<file path="src/rtl/matrix_load_pkg.sv">
`default_nettype none
// ============================================================================
// Module      : matrix_load_pkg
// Description : Shared constants, state encoding and default element width
//               for the matrix load block and its index decoder.
// Revision    : 1.0 - initial release
// ============================================================================
package matrix_load_pkg;

  localparam int DATA_W_DEFAULT = 8;
  localparam int ELEM_CNT       = 16;
  localparam int IDX_W          = 4;

  typedef enum logic [0:0] {
    ST_FILL = 1'b0,
    ST_FULL = 1'b1
  } state_t;

endpackage
`default_nettype wire

</file>
<file path="src/rtl/load_index_decoder_module.sv">
`default_nettype none
// ============================================================================
// Module      : load_index_decoder_module
// Description : Turns the fill index plus a write strobe into 16 one-hot
//               element write enables. Bit n of wr_en targets the element at
//               row-major position n (0 -> a11, 1 -> a12, ..., 15 -> a44).
//               Build option MATRIX_LOAD_COL_MAJOR_EN: column-major fill
//               order, obtained by swapping the two index halves.
// Revision    : 1.0 - initial release
// ============================================================================
module load_index_decoder_module
  import matrix_load_pkg::*;
(
  input  logic [IDX_W-1:0]    idx,
  input  logic                wr_stb,
  output logic [ELEM_CNT-1:0] wr_en
);

  logic [IDX_W-1:0] w_idx_eff;

`ifdef MATRIX_LOAD_COL_MAJOR_EN
  // Low half of the index selects the row, high half the column.
  assign w_idx_eff = {idx[1:0], idx[3:2]};
`else
  assign w_idx_eff = idx;
`endif

  // One-hot enable for the addressed element, only while strobed.
  always_comb begin
    wr_en = '0;
    if (wr_stb) begin
      wr_en[w_idx_eff] = 1'b1;
    end
  end

endmodule
`default_nettype wire

</file>
<file path="src/rtl/matrix_load_module.sv">
`default_nettype none
// ============================================================================
// Module      : matrix_load_module
// Description : Fills a 4x4 register bank from a valid/ready byte stream,
//               raises mat_valid when all 16 elements are loaded and holds
//               the bank stable until mat_ack. Fill order is row-major, or
//               column-major when MATRIX_LOAD_COL_MAJOR_EN is defined.
// Revision    : 1.0 - initial release
// ============================================================================
module matrix_load_module
  import matrix_load_pkg::*;
#(
  parameter int DATA_W = DATA_W_DEFAULT
) (
  input  logic              clk,
  input  logic              reset,
  input  logic              clear,
  input  logic [DATA_W-1:0] in_data,
  input  logic              in_valid,
  output logic              in_ready,
  input  logic              mat_ack,
  output logic              mat_valid,
  output logic [4:0]        load_count,
  output logic [DATA_W-1:0] a11, a12, a13, a14,
  output logic [DATA_W-1:0] a21, a22, a23, a24,
  output logic [DATA_W-1:0] a31, a32, a33, a34,
  output logic [DATA_W-1:0] a41, a42, a43, a44
);

  localparam logic [IDX_W-1:0] C_LAST_IDX = IDX_W'(ELEM_CNT - 1);

  state_t              r_state;
  logic [IDX_W-1:0]    r_index;
  logic [4:0]          r_load_count;
  logic                r_mat_valid;
  logic [DATA_W-1:0]   r_mat [ELEM_CNT];
  logic                w_xfer;
  logic [ELEM_CNT-1:0] w_wr_en;

  // Accept only while filling; a pending clear blocks the byte so none is lost.
  assign in_ready = (r_state == ST_FILL) && !clear;
  assign w_xfer   = in_valid && in_ready;

  load_index_decoder_module u_decoder (
    .idx    (r_index),
    .wr_stb (w_xfer),
    .wr_en  (w_wr_en)
  );

  // Fill/full control: index, element count and the matrix-valid flag.
  always_ff @(posedge clk or posedge reset) begin
    if (reset) begin
      r_state      <= ST_FILL;
      r_index      <= '0;
      r_load_count <= '0;
      r_mat_valid  <= 1'b0;
    end else if (clear) begin
      r_state      <= ST_FILL;
      r_index      <= '0;
      r_load_count <= '0;
      r_mat_valid  <= 1'b0;
    end else begin
      case (r_state)
        ST_FILL: begin
          if (w_xfer) begin
            r_load_count <= r_load_count + 5'd1;
            if (r_index == C_LAST_IDX) begin
              // Index parks at 15; only ack or clear starts a new fill.
              r_state     <= ST_FULL;
              r_mat_valid <= 1'b1;
            end else begin
              r_index <= r_index + 4'd1;
            end
          end
        end
        ST_FULL: begin
          if (mat_ack) begin
            r_state      <= ST_FILL;
            r_index      <= '0;
            r_load_count <= '0;
            r_mat_valid  <= 1'b0;
          end
        end
        default: begin
          r_state <= ST_FILL;
        end
      endcase
    end
  end

  // Element bank: zeroed by reset/clear, otherwise written on its enable.
  generate
    for (genvar gi = 0; gi < ELEM_CNT; gi++) begin : g_elem
      always_ff @(posedge clk or posedge reset) begin
        if (reset) begin
          r_mat[gi] <= '0;
        end else if (clear) begin
          r_mat[gi] <= '0;
        end else if (w_wr_en[gi]) begin
          r_mat[gi] <= in_data;
        end
      end
    end
  endgenerate

  assign mat_valid  = r_mat_valid;
  assign load_count = r_load_count;

  assign a11 = r_mat[0];
  assign a12 = r_mat[1];
  assign a13 = r_mat[2];
  assign a14 = r_mat[3];
  assign a21 = r_mat[4];
  assign a22 = r_mat[5];
  assign a23 = r_mat[6];
  assign a24 = r_mat[7];
  assign a31 = r_mat[8];
  assign a32 = r_mat[9];
  assign a33 = r_mat[10];
  assign a34 = r_mat[11];
  assign a41 = r_mat[12];
  assign a42 = r_mat[13];
  assign a43 = r_mat[14];
  assign a44 = r_mat[15];

endmodule
`default_nettype wire

</file>
<file path="config.mk">
export PLATFORM = sky130hd
export DESIGN_NAME = matrix_load_module
export DESIGN_NICKNAME = d
export VERILOG_FILES = /design/src/rtl/matrix_load_pkg.sv /design/src/rtl/load_index_decoder_module.sv /design/src/rtl/matrix_load_module.sv
export SDC_FILE = /design/constraint.sdc
export NUM_CORES = 1
export LEC_CHECK = 0
export BUFFER_PORTS_ARGS = -buffer_cell sky130_fd_sc_hd__buf_2
export CAP_MARGIN = 0
export CORE_MARGIN = 8
export CORE_UTILIZATION = 29
export CTS_CLUSTER_DIAMETER = 200
export DETAILED_ROUTE_END_ITERATION = 10
export PLACE_DENSITY = 0.46
export SYNTH_ARGS = -nofsm -noshare
export SYNTH_HDL_FRONTEND = slang
export SYNTH_SLANG_ARGS = --single-unit
</file>
<file path="constraint.sdc">
create_clock -name clk -period 6.81 [get_ports clk]
set_clock_uncertainty 0.2 [all_clocks]
set_input_delay 1.362 -clock clk [delete_from_list [all_inputs] [get_ports clk]]
set_output_delay 1.362 -clock clk [all_outputs]
set_load 0.005 [all_outputs]
</file>
-- After elaboration in Yosys (flattened, before gate mapping)
Index checks and enable logic that the tools add are counted.
- register bits: 139
- output and inout port bits: 135
- logic and storage cells: 107
- add/sub/neg operators: 2
- $lt $le $gt $ge: 2
- equality and inequality tests: 5
- muxes and demuxes: 54
- bitwise gates (word level): 1
- reductions and logical operators: 23
- operator list (cell ; count):
    two-way mux 8 bit ; 32
    nonzero test 2 bit ; 16
    two-way mux 16 bit ; 1
    two-way mux 4 bit ; 4
    two-way mux 5 bit ; 3
    case mux 5 bit (2 select lines) ; 1
    two-way mux 1 bit ; 9
    case mux 4 bit (2 select lines) ; 1
    != test 3 x 2 -> 1 bit, second input constant ; 2
    != test 3 bit, second input constant ; 2
    AND reduction 3 bit ; 2
    adder 5 x 1 -> 5 bit, second input constant ; 1
    less-than comparator 4 x 5 -> 1 bit, second input constant ; 1
    adder 4 x 1 -> 4 bit, second input constant ; 1
    demux 1 bit (select 4 bit) ; 1
    == test 4 bit, second input constant ; 1
    >= comparator 4 x 1 -> 1 bit, second input constant ; 1
    case mux 1 bit (2 select lines) ; 2
    logical AND 1 bit ; 3
    AND reduction 2 bit ; 1
    logical NOT 1 bit ; 1
    inverter 1 bit ; 1

-- Logic depth before layout (Yosys ltp)
Gate-level depths: netlist of run 1.
- depth after elaboration: 7
- mapped depth: 7

-- Hierarchy
Synthesis of run 1 repeated with hierarchy kept, for this count alone.
- cells, all modules: 504
- area total of the unflattened synthesis: 5860.6 um2
- modules (own cells, without submodules) (module ; instances ; cells each ; area each (um2) ; seq. area each (um2)):
    matrix_load_module ; 1 ; 481 ; 5743.0 ; 3478.3
    load_index_decoder_module ; 1 ; 23 ; 117.6 ; 0.0

-- Least setup slack after synthesis of run 1
Ideal clock, no wire load.
- path kind: input to output
- start: input clear
- end: output in_ready
- arrival: 1842 ps
- slack: 3406 ps
- stages: 3
- cell sequence: buf_6 -> buf_4 -> nor2_1
- cells in the longest elaborated chain, start to end: 2
- RTL lines (element ; line ; text):
    start, declared ; matrix_load_module.sv:17 ; input logic clear,
    logical NOT 1 bit ; matrix_load_module.sv:41 ; assign in_ready = (r_state == ST_FILL) && !clear;
    logical AND 1 bit ; matrix_load_module.sv:41 ;
    end, declared ; matrix_load_module.sv:20 ; output logic in_ready,
Every way passes these cells.

-- Worst setup path in the final report of run 1
Ends and elaborated chain as after synthesis.

==> results of run 1 <==
-- worst register-to-register path, stage by stage, from the launching register on --
cell and delay [ps]:
dfrtp_1 750, nor2b_2 1130, nand3_1 170, a21oi_1 220
-- where the power goes --
group | total [mW] | switching [mW] | internal (mW) | leakage (nW)
logic | 0.121 | 0.0976 | 0.0231 | 1.31
clock network | 1.01 | 0.364 | 0.642 | 0.299
registers | 0.838 | 0.00596 | 0.832 | 1.94
total | 1.96 | 0.467 | 1.50 | 3.55
-- sequential cells by signal, summed over array words and instances (netlist names), 4 cells and up --
register,cells
a32,8
a24,8
a44,8
a13,8
a11,8
a21,8
a23,8
a31,8
a22,8
a33,8
a14,8
r_index,4
a42,8
a41,8
a12,8
a34,8
a43,8
load_count,5
-- worst max-delay path by stage --
stage	cells after the start	from	end	slack [ps]
5_1_grt	5	clear	a41[4]	2510
4_1_cts	3	clear	in_ready	2740
3_5_place_dp	5	clear	a41[4]	2380
2_1_floorplan	1	reset	a11[0]	1520
3_3_place_gp	5	clear	a22[2]	2510
6_report	3	clear	in_ready	2760
-- cell usage after synthesis (2+ instances only) --
cell	number
a21oi_1	130
and4b_1	2
buf_2	34
buf_4	7
buf_6	6
clkbuf_1	34
clkbuf_2	7
dfrtp_1	139
ha_1	5
inv_1	5
nand2_1	7
nand2b_1	4
nand3_1	135
nand4b_1	2
nand4bb_1	4
nor2_1	3
nor2b_1	5
nor4bb_1	5
o211ai_1	3
o21ai_0	74
o21ai_1	56
or4_1	3
-- final cells by class --
type                            instances  area [um^2]
Multi-Input combinational cell        456         2520
Fill cell                            2208        14000
Timing Repair Buffer                  156          806
Sequential cell                       139         3480
Tap cell                              280          350
Clock inverter                         10          164
Clock buffer                           22          474
Inverter                                5         23.8
-- layer usage --
| metal | wire, um | GRT usage, % | vias to the layer above |
|---|---|---|---|
| li1 | - | - | 2653 |
| met1 | 9410 | 20.2 | 2882 |
| met2 | 11000 | 27.3 | 174 |
| met3 | 1390 | 3.79 | 24 |
| met4 | 339 | 5.45 | 0 |
| met5 | 0 | 0 | - |
-- cell families after synthesis --
group | after synthesis | share of synthesized area (%)
AO/OA/AOI/OAI | 272 | 21.7
adder cells (fa/ha/maj) | 5 | 0.971
buffers and inverters | 94 | 7.38
flip-flops | 139 | 54.0
multiplexers | 1 | 0.175
AND/OR/NAND/NOR | 178 | 15.8
-- through the flow --
| stage | cells | hold slack, ps |
|---|---|---|
| 2_1_floorplan | 689 | 287 |
| 3_3_place_gp | 1036 | 299 |
| 3_5_place_dp | 1036 | 305 |
| 4_1_cts | 1068 | 322 |
| 5_1_grt | 1068 | 337 |
| 6_report | 1068 | 311 |
==> flow_summary.json, run 1 <==
{
  "outcome": "finished, final reports clean",
  "layout.cells.most_common_list": "buf_2, dfrtp_1, nand3_1, a21oi_1, o21ai_0",
  "synth-seq-cells": 139,
  "htree_levels": 4,
  "tritoncts": "done",
  "floorplan.die.width_um": 165,
  "hold_depth": 1,
  "synthesis.nets": 707,
  "required_ps": 5250,
  "place_ws_ps": 2380,
  "ff2ff_setup_slack_ps": 4250,
  "die_area_um2": 27200,
  "antennaDiodeCount": 0,
  "vias": 5733,
  "min_path_type": "reg -> reg",
  "total_global_routing_track_utilization_pct": 16.3,
  "drt_pass1_iterations": 5,
  "cp.arrival_ps": 2490,
  "synthesis.area_um2": 6440,
  "period_share_pct": 59.5,
  "post-route-worst-setup-slack_ps": 2760,
  "distinct_cell_type_count_after_synthesis": 41,
  "totalPowerFinal_mw": 1.96,
  "critical_path.cell_chain": "buf_4 > nor2_1 > buf_2",
  "critical-path-top-delay-family": "buffers and inverters",
  "clock-sinks": 139,
  "design.portCount": 148,
  "routed_wl_um": 22200,
  "fin_nets": 793,
  "tmin_final_ps": 4050,
  "synth_enable_flop_cells": 0,
  "critPathMaxFanout": 80,
  "pin_count_of_the_biggest_net_entering_global_routing": 88,
  "die_height_um": 165,
  "worst_setup_path_start_kind": "input port",
  "report.final.setup_viol": 0,
  "final_cell_area_um2": 7820,
  "post-dp-hpwl_um": 14100,
  "grt_first_pass_wirelength_um": 34100,
  "clockBufferDepth": 2,
  "critical_path.reg2reg.startpoint": "r_index[2]",
  "cts-hold-fix-buffers": 0,
  "cts.clk_slew.worst_paths_ps": 60,
  "synth_area_per_inst_um2": 9.35,
  "drt_drc_violations_left": 0,
  "effective_utilization_at_floorplan_pct": 29.5,
  "critPathMaxStageDelay_ps": 650,
  "coreArea_um2": 21800,
  "port_buffers": 147,
  "drt_first_iter_violations": 434,
  "power.leakage_nw": 3.55,
  "finalCoreUtilization_pct": 35.8,
  "path_class": "in -> out",
  "fmax_mhz": 247,
  "synth_largest_area_cell": "dfrtp_1",
  "synthArstFlopShare_pct": 100,
  "timing.max_cap.violations": 0,
  "grt.overflow.total": 0,
  "yosys_warnings": 0,
  "critPathBufInv": 2,
  "reg2reg_to": "a23[4]",
  "leading_cell_type_in_the_layout_fill_and_taps_excluded": "buf_2",
  "clk_root_buffer_cell": "clkbuf_16",
  "maxSlewViolCount": 0,
  "worst_voltage_drop_across_the_vdd_grid_mv": 0.124,
  "timing_hold_violations_final": 0,
  "timing_worst_slew_pin_value_ps": 1260,
  "power.density_nw_per_um2": 251,
  "post_synth_inst_count": 689,
  "via_per_inst": 5.37,
  "rsz_0062_raised_after_global_routing": "no",
  "floorplan.rows": 54,
  "cts-buffers-inserted": 17,
  "top_ff_cell_synth": "dfrtp_1",
  "syn2layout_area_growth_pct": 21.4,
  "hold_end": "mat_valid",
  "worst_path_max_delay_cell": "buf_4",
  "grt_antenna_before_repair": 0,
  "cts.repair_timing.setup_buffer_count": 0,
  "worst_skew_pair.late_latency_ps": 430,
  "seq_total_area_yosys_pct": 54.0,
  "most_area_consuming_cells_after_synthesis": "dfrtp_1, nand3_1, a21oi_1",
  "ff2ff_path_depth": 3,
  "via_count_of_the_first_global_routing_pass": 5692,
  "post_route_cells_drive_above_1_share_pct": 25.5,
  "gp_congestion": 0.735,
  "route.detailed.wl_per_inst_um": 20.8,
  "critical_path_endpoint_category": "output pin",
  "antenna_left": 0,
  "number_of_gates_resized_after_cts": 0,
  "timing.setup.tns_ps": 0,
  "placedInstanceArea_um2": 7180,
  "synth_top_cell_area_share_pct": 54.0,
  "holdCritStartpoint": "mat_valid",
  "max_slew_margin_pct": 15.5
}
Note: power is estimated with default switching activity, not from simulation.
==> run 2: changes to the inputs <==
==> constraint.sdc (replaced) <==
create_clock -name clk -period 3.9 [get_ports clk]
set_clock_uncertainty 0.2 [all_clocks]
set_input_delay 0.78 -clock clk [delete_from_list [all_inputs] [get_ports clk]]
set_output_delay 0.78 -clock clk [all_outputs]
set_load 0.005 [all_outputs]
==> run 2 against run 1 <==
  * Setup slack worse by 1600 ps
  * Combinational power is 80% higher
  * Critical path depth is 1 lower
  * Register-to-register slack worse by 2800 ps
  * Hold slack worse by 140 ps
  * Critical path type is now reg -> out
  * Largest power group unchanged
  * Highest routed layer unchanged
==> flow_summary.json, run 2 (same netlist as run 1, synthesis figures left out) <==
{
  "reg2reg_to": "a43[0]",
  "grt.overflow.total": 0,
  "cts.repair_timing.setup_buffer_count": 0,
  "timing.setup.tns_ps": 0,
  "cp-endpoint": "in_ready",
  "min_path_type": "in -> async",
  "path_class": "reg -> out",
  "vias": 5796,
  "layout.cells.most_common_list": "buf_2, dfrtp_1, nand3_1, a21oi_1, o21ai_0",
  "route.detailed.wl_per_inst_um": 21.1,
  "ff2ff_path_depth": 3,
  "antenna_left": 0,
  "routed_wl_um": 22500,
  "coreArea_um2": 21800,
  "grt_first_pass_wirelength_um": 34800,
  "clockBufferDepth": 2,
  "post-dp-hpwl_um": 14200,
  "regArea_um2": 3480,
  "combined_area_of_the_multi_input_logic_cells_um2": 2520,
  "design.portCount": 148,
  "drt_first_iter_violations": 388,
  "max_slew_margin_pct": 25.7,
  "ff2ff_setup_slack_ps": 1490,
  "report.final.setup_viol": 0,
  "cp.arrival_ps": 1780,
  "via_count_of_the_first_global_routing_pass": 5843,
  "critical_path.reg2reg.startpoint": "r_index[3]",
  "place_ws_ps": 910,
  "drt_pass1_iterations": 5,
  "floorplan.rows": 54,
  "period_share_pct": 70.7,
  "gp_congestion": 0.783,
  "timing_worst_slew_pin_value_ps": 1110,
  "timing.max_cap.violations": 0,
  "total_global_routing_track_utilization_pct": 16.6,
  "worst_skew_pair.late_latency_ps": 410,
  "placedInstanceArea_um2": 7210,
  "maxSlewViolCount": 0,
  "worst_setup_path_start_kind": "flip-flop",
  "fmax_mhz": 363,
  "syn2layout_area_growth_pct": 20.6,
  "htree_levels": 4,
  "fin_nets": 795,
  "number_of_gates_resized_after_cts": 0,
  "port_buffers": 147,
  "die_area_um2": 27200,
  "required_ps": 2920,
  "power.density_nw_per_um2": 415,
  "cts-buffers-inserted": 17,
  "floorplan.die.width_um": 165,
  "antennaDiodeCount": 0,
  "critPathMaxFanout": 24,
  "clock-sinks": 139,
  "pin_count_of_the_biggest_net_entering_global_routing": 121,
  "worst_voltage_drop_across_the_vdd_grid_mv": 0.276,
  "post_route_cells_drive_above_1_share_pct": 25.8,
  "cts-hold-fix-buffers": 0,
  "placedCellCount": 1038,
  "critical_path_endpoint_category": "output pin",
  "finish.cell_count_without_fillers": 1070,
  "final_cell_area_um2": 7770,
  "n_fill_cell": 2250,
  "start_point_of_the_critical_path": "r_state",
  "timing_hold_violations_final": 0,
  "effective_utilization_at_floorplan_pct": 29.5,
  "rsz_0062_raised_after_global_routing": "no",
  "drt_drc_violations_left": 0,
  "tmin_final_ps": 2760,
  "totalPowerFinal_mw": 3.23,
  "cts.clk_slew.worst_paths_ps": 60,
  "post-route-worst-setup-slack_ps": 1140,
  "clk_root_buffer_cell": "clkbuf_16",
  "finalCoreUtilization_pct": 35.6,
  "die_height_um": 165,
  "grt_antenna_before_repair": 0,
  "outcome": "finished, final reports clean",
  "whs_ps": 176,
  "tritoncts": "done",
  "power.leakage_nw": 3.52,
  "via_per_inst": 5.42,
  "leading_cell_type_in_the_layout_fill_and_taps_excluded": "buf_2"
}
==> run 2: layout make-up <==
cell class	count	area share [%]
Inverter	5	0.290
Multi-Input combinational cell	456	32.5
Clock inverter	13	1.55
Tap cell	280	4.51
Clock buffer	19	5.70
Sequential cell	139	44.8
Timing Repair Buffer	158	10.7
==> run 2: metal layers <==
layer  global-route usage [%]  part of all wire [%]  vias to the layer above  routed length, um
li1                         -                     -                     2655                  -
met1                     20.8                    43                     2917               9590
met2                     27.8                    50                      185              11200
met3                     3.46                   5.5                       39               1230
met4                     6.22                   2.1                        0                480
met5                        0                     0                        -                  0
==> run 2: worst max-delay path, cell delays in order (launching register included) <==
cell	delay, ps
dfrtp_1	930
nor2_1	230
buf_2	200
==> run 2: worst min-delay path by stage <==
stage                     end  cells past startpoint
floorplan           mat_valid                      1
global placement    mat_valid                      1
detailed placement  mat_valid                      1
CTS                    a22[5]                      2
global route           a22[5]                      2
finish                 a22[5]                      2
==> run 2: power by group <==
part           internal, mW  switching [mW]
clock network         0.895           0.649
logic                0.0426           0.175
registers              1.45          0.0107
